[src/rtl/alpha_phase_sweep_pkg.sv]
// Shared definitions for the alpha RAM phase-sweep sequencer.
package alpha_pkg;

   localparam int ALPHA_W = 8;

   localparam logic OP_ADD = 1'b0;
   localparam logic OP_NEG = 1'b1;

   typedef enum logic [1:0] {
      S_IDLE  = 2'd0,
      S_SWEEP = 2'd1,
      S_DRAIN = 2'd2,
      S_DONE  = 2'd3
   } state_t;

endpackage

[src/rtl/alpha_phase_sweep_if.sv]
// Controller and alpha-RAM port bundle for the phase sweep sequencer.
interface alpha_phase_sweep_if #(parameter int num_qubit = 3);

   logic                          start;
   logic                          op;
   logic [alpha_pkg::ALPHA_W-1:0] phase_inc;
   logic [num_qubit-1:0]          ctrl_mask;
   logic                          busy;
   logic                          done;
   logic [num_qubit-1:0]          read_address;
   logic [alpha_pkg::ALPHA_W-1:0] read_alpha;
   logic [num_qubit-1:0]          write_address;
   logic                          write_enable;
   logic [alpha_pkg::ALPHA_W-1:0] write_alpha;

   modport master (
      input  start, op, phase_inc, ctrl_mask, read_alpha,
      output busy, done, read_address, write_address, write_enable, write_alpha
   );

   modport slave (
      output start, op, phase_inc, ctrl_mask, read_alpha,
      input  busy, done, read_address, write_address, write_enable, write_alpha
   );

endinterface

[src/rtl/alpha_update_alu.sv]
// Combinational per-entry phase update: wrapping add or two's-complement negate.
module alpha_update_alu
   import alpha_pkg::*;
(
   input  logic [ALPHA_W-1:0] alpha,
   input  logic               op,
   input  logic [ALPHA_W-1:0] phase_inc,
   input  logic               mask_hit,
   output logic [ALPHA_W-1:0] new_alpha,
   output logic               we
);

   function automatic logic [ALPHA_W-1:0] neg_wrap(input logic [ALPHA_W-1:0] a);
      // 0x00 and 0x80 are their own negation; no saturation wanted
      return ~a + ALPHA_W'(1);
   endfunction

   function automatic logic [ALPHA_W-1:0] add_wrap(input logic [ALPHA_W-1:0] a,
                                                   input logic [ALPHA_W-1:0] b);
      return a + b;
   endfunction

   always_comb begin
      new_alpha = add_wrap(alpha, phase_inc);
      if (op == OP_NEG) new_alpha = neg_wrap(alpha);
      we = mask_hit;
   end

endmodule

[src/rtl/alpha_phase_sweep.sv]
// Read-modify-write sweep over the alpha RAM: one entry per cycle, 2-stage pipeline.
module alpha_phase_sweep
   import alpha_pkg::*;
#(
   parameter int num_qubit = 3
) (
   input  logic                 clk,
   input  logic                 rst,
   alpha_phase_sweep_if.master  bus
);

   state_t               state;
   logic                 op_q;
   logic [ALPHA_W-1:0]   inc_q;
   logic [num_qubit-1:0] mask_q;
   logic [num_qubit-1:0] rd_addr;
   logic                 drain_cnt;
   logic                 busy_q;
   logic                 done_q;

   logic [num_qubit-1:0] addr_p1;
   logic                 vld_p1;

   logic [num_qubit-1:0] wr_addr_p2;
   logic [ALPHA_W-1:0]   wr_alpha_p2;
   logic                 wr_en_p2;

   logic [ALPHA_W-1:0]   alu_alpha;
   logic                 alu_we;
   logic                 mask_hit;

   always_ff @(posedge clk) begin
      if (rst) begin
         state     <= S_IDLE;
         op_q      <= OP_ADD;
         inc_q     <= '0;
         mask_q    <= '0;
         rd_addr   <= '0;
         drain_cnt <= 1'b0;
         busy_q    <= 1'b0;
         done_q    <= 1'b0;
      end else begin
         case (state)
            // DONE accepts a new start exactly like IDLE
            S_IDLE, S_DONE: begin
               done_q <= 1'b0;
               state  <= S_IDLE;
               if (bus.start) begin
                  op_q    <= bus.op;
                  inc_q   <= bus.phase_inc;
                  mask_q  <= bus.ctrl_mask;
                  rd_addr <= '0;
                  busy_q  <= 1'b1;
                  state   <= S_SWEEP;
               end
            end
            S_SWEEP: begin
               if (rd_addr == '1) begin
                  rd_addr   <= '0;
                  drain_cnt <= 1'b0;
                  state     <= S_DRAIN;
               end else begin
                  rd_addr <= rd_addr + num_qubit'(1);
               end
            end
            S_DRAIN: begin
               drain_cnt <= 1'b1;
               if (drain_cnt) begin
                  busy_q <= 1'b0;
                  done_q <= 1'b1;
                  state  <= S_DONE;
               end
            end
            default: state <= S_IDLE;
         endcase
      end
   end

   // stage 1: issued address and its valid bit, aligned with read_alpha
   always_ff @(posedge clk) begin
      if (rst) begin
         vld_p1  <= 1'b0;
         addr_p1 <= '0;
      end else begin
         vld_p1  <= (state == S_SWEEP);
         addr_p1 <= rd_addr;
      end
   end

   assign mask_hit = ((addr_p1 & mask_q) == mask_q);

   alpha_update_alu u_alu (
      .alpha     (bus.read_alpha),
      .op        (op_q),
      .phase_inc (inc_q),
      .mask_hit  (mask_hit),
      .new_alpha (alu_alpha),
      .we        (alu_we)
   );

   // stage 2: registered write port
   always_ff @(posedge clk) begin
      if (rst) begin
         wr_en_p2    <= 1'b0;
         wr_addr_p2  <= '0;
         wr_alpha_p2 <= '0;
      end else begin
         wr_en_p2 <= vld_p1 & alu_we;
         if (vld_p1) begin
            wr_addr_p2  <= addr_p1;
            wr_alpha_p2 <= alu_alpha;
         end
      end
   end

   assign bus.busy          = busy_q;
   assign bus.done          = done_q;
   assign bus.read_address  = rd_addr;
   assign bus.write_address = wr_addr_p2;
   assign bus.write_enable  = wr_en_p2;
   assign bus.write_alpha   = wr_alpha_p2;

endmodule

[src/flat_wrapper.sv]
// flat-port wrapper written by rule: the top's interface ports become plain ports
module alpha_phase_sweep_flat import alpha_pkg::*;
#(
   parameter int num_qubit = 3
)
  (clk, rst, bus_start, bus_op, bus_phase_inc, bus_ctrl_mask, bus_read_alpha, bus_busy, bus_done, bus_read_address, bus_write_address, bus_write_enable, bus_write_alpha);
  alpha_phase_sweep_if #(.num_qubit(num_qubit)) bus_i ();
  input  logic clk;
  input  logic rst;
  input wire logic [$bits(bus_i.start)-1:0] bus_start;
  input wire logic [$bits(bus_i.op)-1:0] bus_op;
  input wire logic [$bits(bus_i.phase_inc)-1:0] bus_phase_inc;
  input wire logic [$bits(bus_i.ctrl_mask)-1:0] bus_ctrl_mask;
  input wire logic [$bits(bus_i.read_alpha)-1:0] bus_read_alpha;
  output wire logic [$bits(bus_i.busy)-1:0] bus_busy;
  output wire logic [$bits(bus_i.done)-1:0] bus_done;
  output wire logic [$bits(bus_i.read_address)-1:0] bus_read_address;
  output wire logic [$bits(bus_i.write_address)-1:0] bus_write_address;
  output wire logic [$bits(bus_i.write_enable)-1:0] bus_write_enable;
  output wire logic [$bits(bus_i.write_alpha)-1:0] bus_write_alpha;
  assign bus_i.start = bus_start;
  assign bus_i.op = bus_op;
  assign bus_i.phase_inc = bus_phase_inc;
  assign bus_i.ctrl_mask = bus_ctrl_mask;
  assign bus_i.read_alpha = bus_read_alpha;
  assign bus_busy = bus_i.busy;
  assign bus_done = bus_i.done;
  assign bus_read_address = bus_i.read_address;
  assign bus_write_address = bus_i.write_address;
  assign bus_write_enable = bus_i.write_enable;
  assign bus_write_alpha = bus_i.write_alpha;
  alpha_phase_sweep #(.num_qubit(num_qubit)) u_core (.clk(clk), .rst(rst), .bus(bus_i));
endmodule
[config.mk]
export PLATFORM = sky130hd
export DESIGN_NAME = alpha_phase_sweep_flat
export DESIGN_NICKNAME = d
export VERILOG_FILES = /design/src/rtl/alpha_phase_sweep_pkg.sv /design/src/rtl/alpha_phase_sweep_if.sv /design/src/rtl/alpha_update_alu.sv /design/src/rtl/alpha_phase_sweep.sv /design/src/flat_wrapper.sv
export SDC_FILE = /design/constraint.sdc
export NUM_CORES = 1
export LEC_CHECK = 0
export ABC_AREA = 1
export CORE_MARGIN = 8
export CORE_UTILIZATION = 45
export CTS_BUF_LIST = sky130_fd_sc_hd__clkbuf_8 sky130_fd_sc_hd__clkbuf_16
export CTS_CLUSTER_DIAMETER = 80
export DETAILED_ROUTE_END_ITERATION = 8
export PLACE_DENSITY = 0.78
export SKIP_LAST_GASP = 1
export SLEW_MARGIN = 20
export SYNTH_ARGS = -nofsm -noshare
export SYNTH_HDL_FRONTEND = slang
export SYNTH_SLANG_ARGS = --single-unit
export TNS_END_PERCENT = 30
[constraint.sdc]
create_clock -name clk -period 1.6 [get_ports clk]
set_clock_uncertainty 0.2 [all_clocks]
set_input_delay 0.32 -clock clk [delete_from_list [all_inputs] [get_ports clk]]
set_output_delay 0.32 -clock clk [all_outputs]
set_load 0.05 [all_outputs]
==> impl_metrics.yaml <==
floorplanning:
  start_util_pct: 46.8
  core.rowCount: 23
  die_h_um: 80.8
  design.core.area_um2: 4030
  fp.dieW_um: 80.8
  dieArea_um2: 6520
  ios: 40
sta:
  setup_viol: 5
  relSlewSlack_pct: 82.0
  layout_setup_ws_ns: -0.167
  period_minus_slack_ns: 1.77
  hold_viol: 0
  tns_ns: -0.375
  fin_crit_sh_pct: 110
  rsz0062_at_grt: "true"
  slew_violations: 0
  tightest_slew_ns: 0.267
  fmax_mhz: 566
worst_hold_path:
  hold_class: "flop to flop"
setup_path:
  path_class: "flop to flop"
  crit_end: "u_core.bus.write_alpha[6]"
  worst_setup_path_end_kind: "flop"
  r2r_setup_slack_ns: -0.17
  cp_max_fo: 3
  cpPeakStageDelay_ns: 0.39
  slowest_stage: "fa_2"
  timing.rr.start: "u_core.inc_q[0]"
  worstPathArrival_ns: 1.80
  rr_endpoint: "u_core.bus.write_alpha[6]"
  cp.required_ns: 1.63
  critPathLaunchType: "flop"
  critPathLaunch: "u_core.inc_q[0]"
  rr_worst_depth: 8
  path_cells: "ha_4 > inv_2 > fa_2 > inv_2 > nand4_1 > nand4_1 > nand3_2 > a21oi_2"
global_routing:
  grt_overflow: 0
  grt_max_degree: 26
  grt_pass1_vias: 1956
  grt_busiest_layer: "met2"
  use_met1_pct: 19.5
  grtUsageMet3_pct: 4.86
  use_met2_pct: 31.1
  grt_pass1_wl_um: 9090
  grt_usage_pct: 17.7
  antenna_found_initial: 0
power:
  p_per_area_nw_per_um2: 1480
  p_leak_nw: 1.29
  power_mw: 4.27
  vdd.ir_drop.worst_uv: 760
routing:
  totalWireLength_um: 5670
  drtIter0Drc: 180
  vias_per_cell: 5.24
  wire_per_inst_um: 15.1
  drc_errors: 0
  ant_nets: 0
  vias: 1965
  firstDrtPassIters: 7
synth:
  synthesis.nets: 295
  synth_enable_flop_cells: 0
  synth_most_common_cell: "nand2_1"
  async_flop_share_pct: 0
  ys.flop_type: "dfxtp_1"
  avgSynthCellArea_um2: 7.28
  syn_area_um2: 1890
  ys_top_cells_by_area: "dfxtp_1 (38%), ha_1 (8.0%), o21ai_0 (8.0%)"
  ys_ff_latch: 36
  yosys_warnings: 0
  synth_cell_types: 28
  ys_seq_area_share_pct: 38.2
  synth_commonest_cells: "nand2_1 (38), nor2_1 (37), dfxtp_1 (36), inv_1 (35), o21ai_0 (30)"
  yosysTopAreaCellShare_pct: 38.2
  netlist_instances: 259
  synth_top_cell_by_area: "dfxtp_1"
layout:
  fillers: 306
  final_util_pct: 71.9
  final_cells: 375
  antenna_cells: 0
  seq_area_um2: 724
  fin_area_um2: 2900
  nNetsFinal: 360
  multi_input_area_um2: 1120
  area_delta_synth_final_pct: 53.6
  drive_above_1_share_pct: 26.8
job:
  cap_violations: 0
clock_tree:
  cts_tree: "done"
  numCtsBuffers: 5
  hold_buffers: 0
  cts_buffer_depth: 2
  h-tree-depth: 2
  clkLatencyLatePin_ns: 0.29
  clockRootBuffer: "clkbuf_8"
  clk_pin_slew_ns: 0.08
  cts.sinks: 36
placed_design:
  dp_hpwl_um: 3970
  place_area_um2: 2680
  port_buffers: 39
  gp_congestion: 0.891
  dp.cells: 366
outcome:
  violations: "setup timing"
  status: "finished with violations"
[worst max-delay path, delay by kind of cell, from the launching register on]
kind | cells | cell delay (ns)
DFF | 1 | 0.35
buffers and inverters | 2 | 0.12
and+or+nand+nor | 3 | 0.40
AOI/OAI and AO/OA | 1 | 0.11
adders and majority gates | 2 | 0.53
[metal layers]
layer / vias to the layer above / part of all wire (%)
met3: 16 / 7.3
met2: 81 / 51
met5: - / 0
li1: 973 / -
met1: 895 / 39
met4: 0 / 2.8
[report_power, final]
| part | internal [mW] | switching [mW] |
|---|---|---|
| sequential | 1.12 | 0.195 |
| clock | 0.344 | 0.339 |
| combinational | 1.01 | 1.27 |
[cell type report]
cell class	count	share of cell area, %
Inverter	38	4.92
Clock buffer	6	2.85
Clock inverter	2	0.389
Tap cell	50	2.16
Sequential cell	36	25.0
Timing Repair Buffer	64	25.9
Multi-Input combinational cell	179	38.7
[cell families (layout without fill, tap and decap cells)]
family,Yosys count,after routing,synth area share (%)
simple gates,96,96,22.2
compound gates,67,67,20.1
buf+inv,44,110,9.08
flops,36,36,38.2
fa+ha+maj,13,13,9.02
xor+xnor,3,3,1.39
[cell usage in the layout, fill, tap and decap left out, types with 2 or more instances in the layout]
cell type	Yosys	routed
a21oi_4	1	3
nor2_1	37	37
buf_4	0	24
nand2_2	4	3
a21oi_2	5	5
o21ai_0	30	27
dfxtp_1	36	33
inv_1	35	33
dfxtp_2	0	3
ha_4	0	7
a21oi_1	22	20
dlygate4sd2_1	0	7
inv_2	3	6
ha_1	12	5
nor2_2	2	2
xnor2_1	2	2
nand4_1	2	2
o21ai_1	3	6
clkdlybuf4s50_1	0	15
nand2_1	38	38
clkbuf_8	0	6
nand3_2	3	5
nand3_1	8	6
o211ai_1	2	2
buf_12	0	18
[timing repair]
action | in CTS | in global routing
resized for setup | 26 | 4
buffers inserted | 0 | 1
pin swaps | 9 | 8
endpoints found under the setup margin | 9 | 23
[worst min path at each step]
| stage | from | endpoint | slack (ns) | depth (start not counted) |
|---|---|---|---|---|
| after floorplan | u_core.mask_q[0] | u_core.mask_q[0] | 0.23 | 2 |
| after global placement | u_core.mask_q[1] | u_core.mask_q[1] | 0.24 | 2 |
| after detailed placement | u_core.mask_q[1] | u_core.mask_q[1] | 0.26 | 2 |
| after CTS | u_core.mask_q[1] | u_core.mask_q[1] | 0.27 | 2 |
| after global routing | u_core.mask_q[1] | u_core.mask_q[1] | 0.29 | 2 |
| final | u_core.mask_q[1] | u_core.mask_q[1] | 0.27 | 2 |
[flip-flops by register name (all words and copies together) (netlist names), 2 cells and up]
register                  cells
u_core.state                  2
u_core.bus.read_address       3
u_core.addr_p1                3
u_core.inc_q                  8
u_core.bus.write_address      3
u_core.mask_q                 3
u_core.bus.write_alpha        8
[per-stage QoR]
step | setup slack, ns | hold slack (ns)
final | -0.167 | 0.268
after global routing | -0.219 | 0.291
after CTS | -0.0505 | 0.269
after detailed placement | -0.614 | 0.258
after global placement | -0.578 | 0.242
after floorplan | -0.0229 | 0.230
Note: power is estimated with default switching activity, not from simulation.
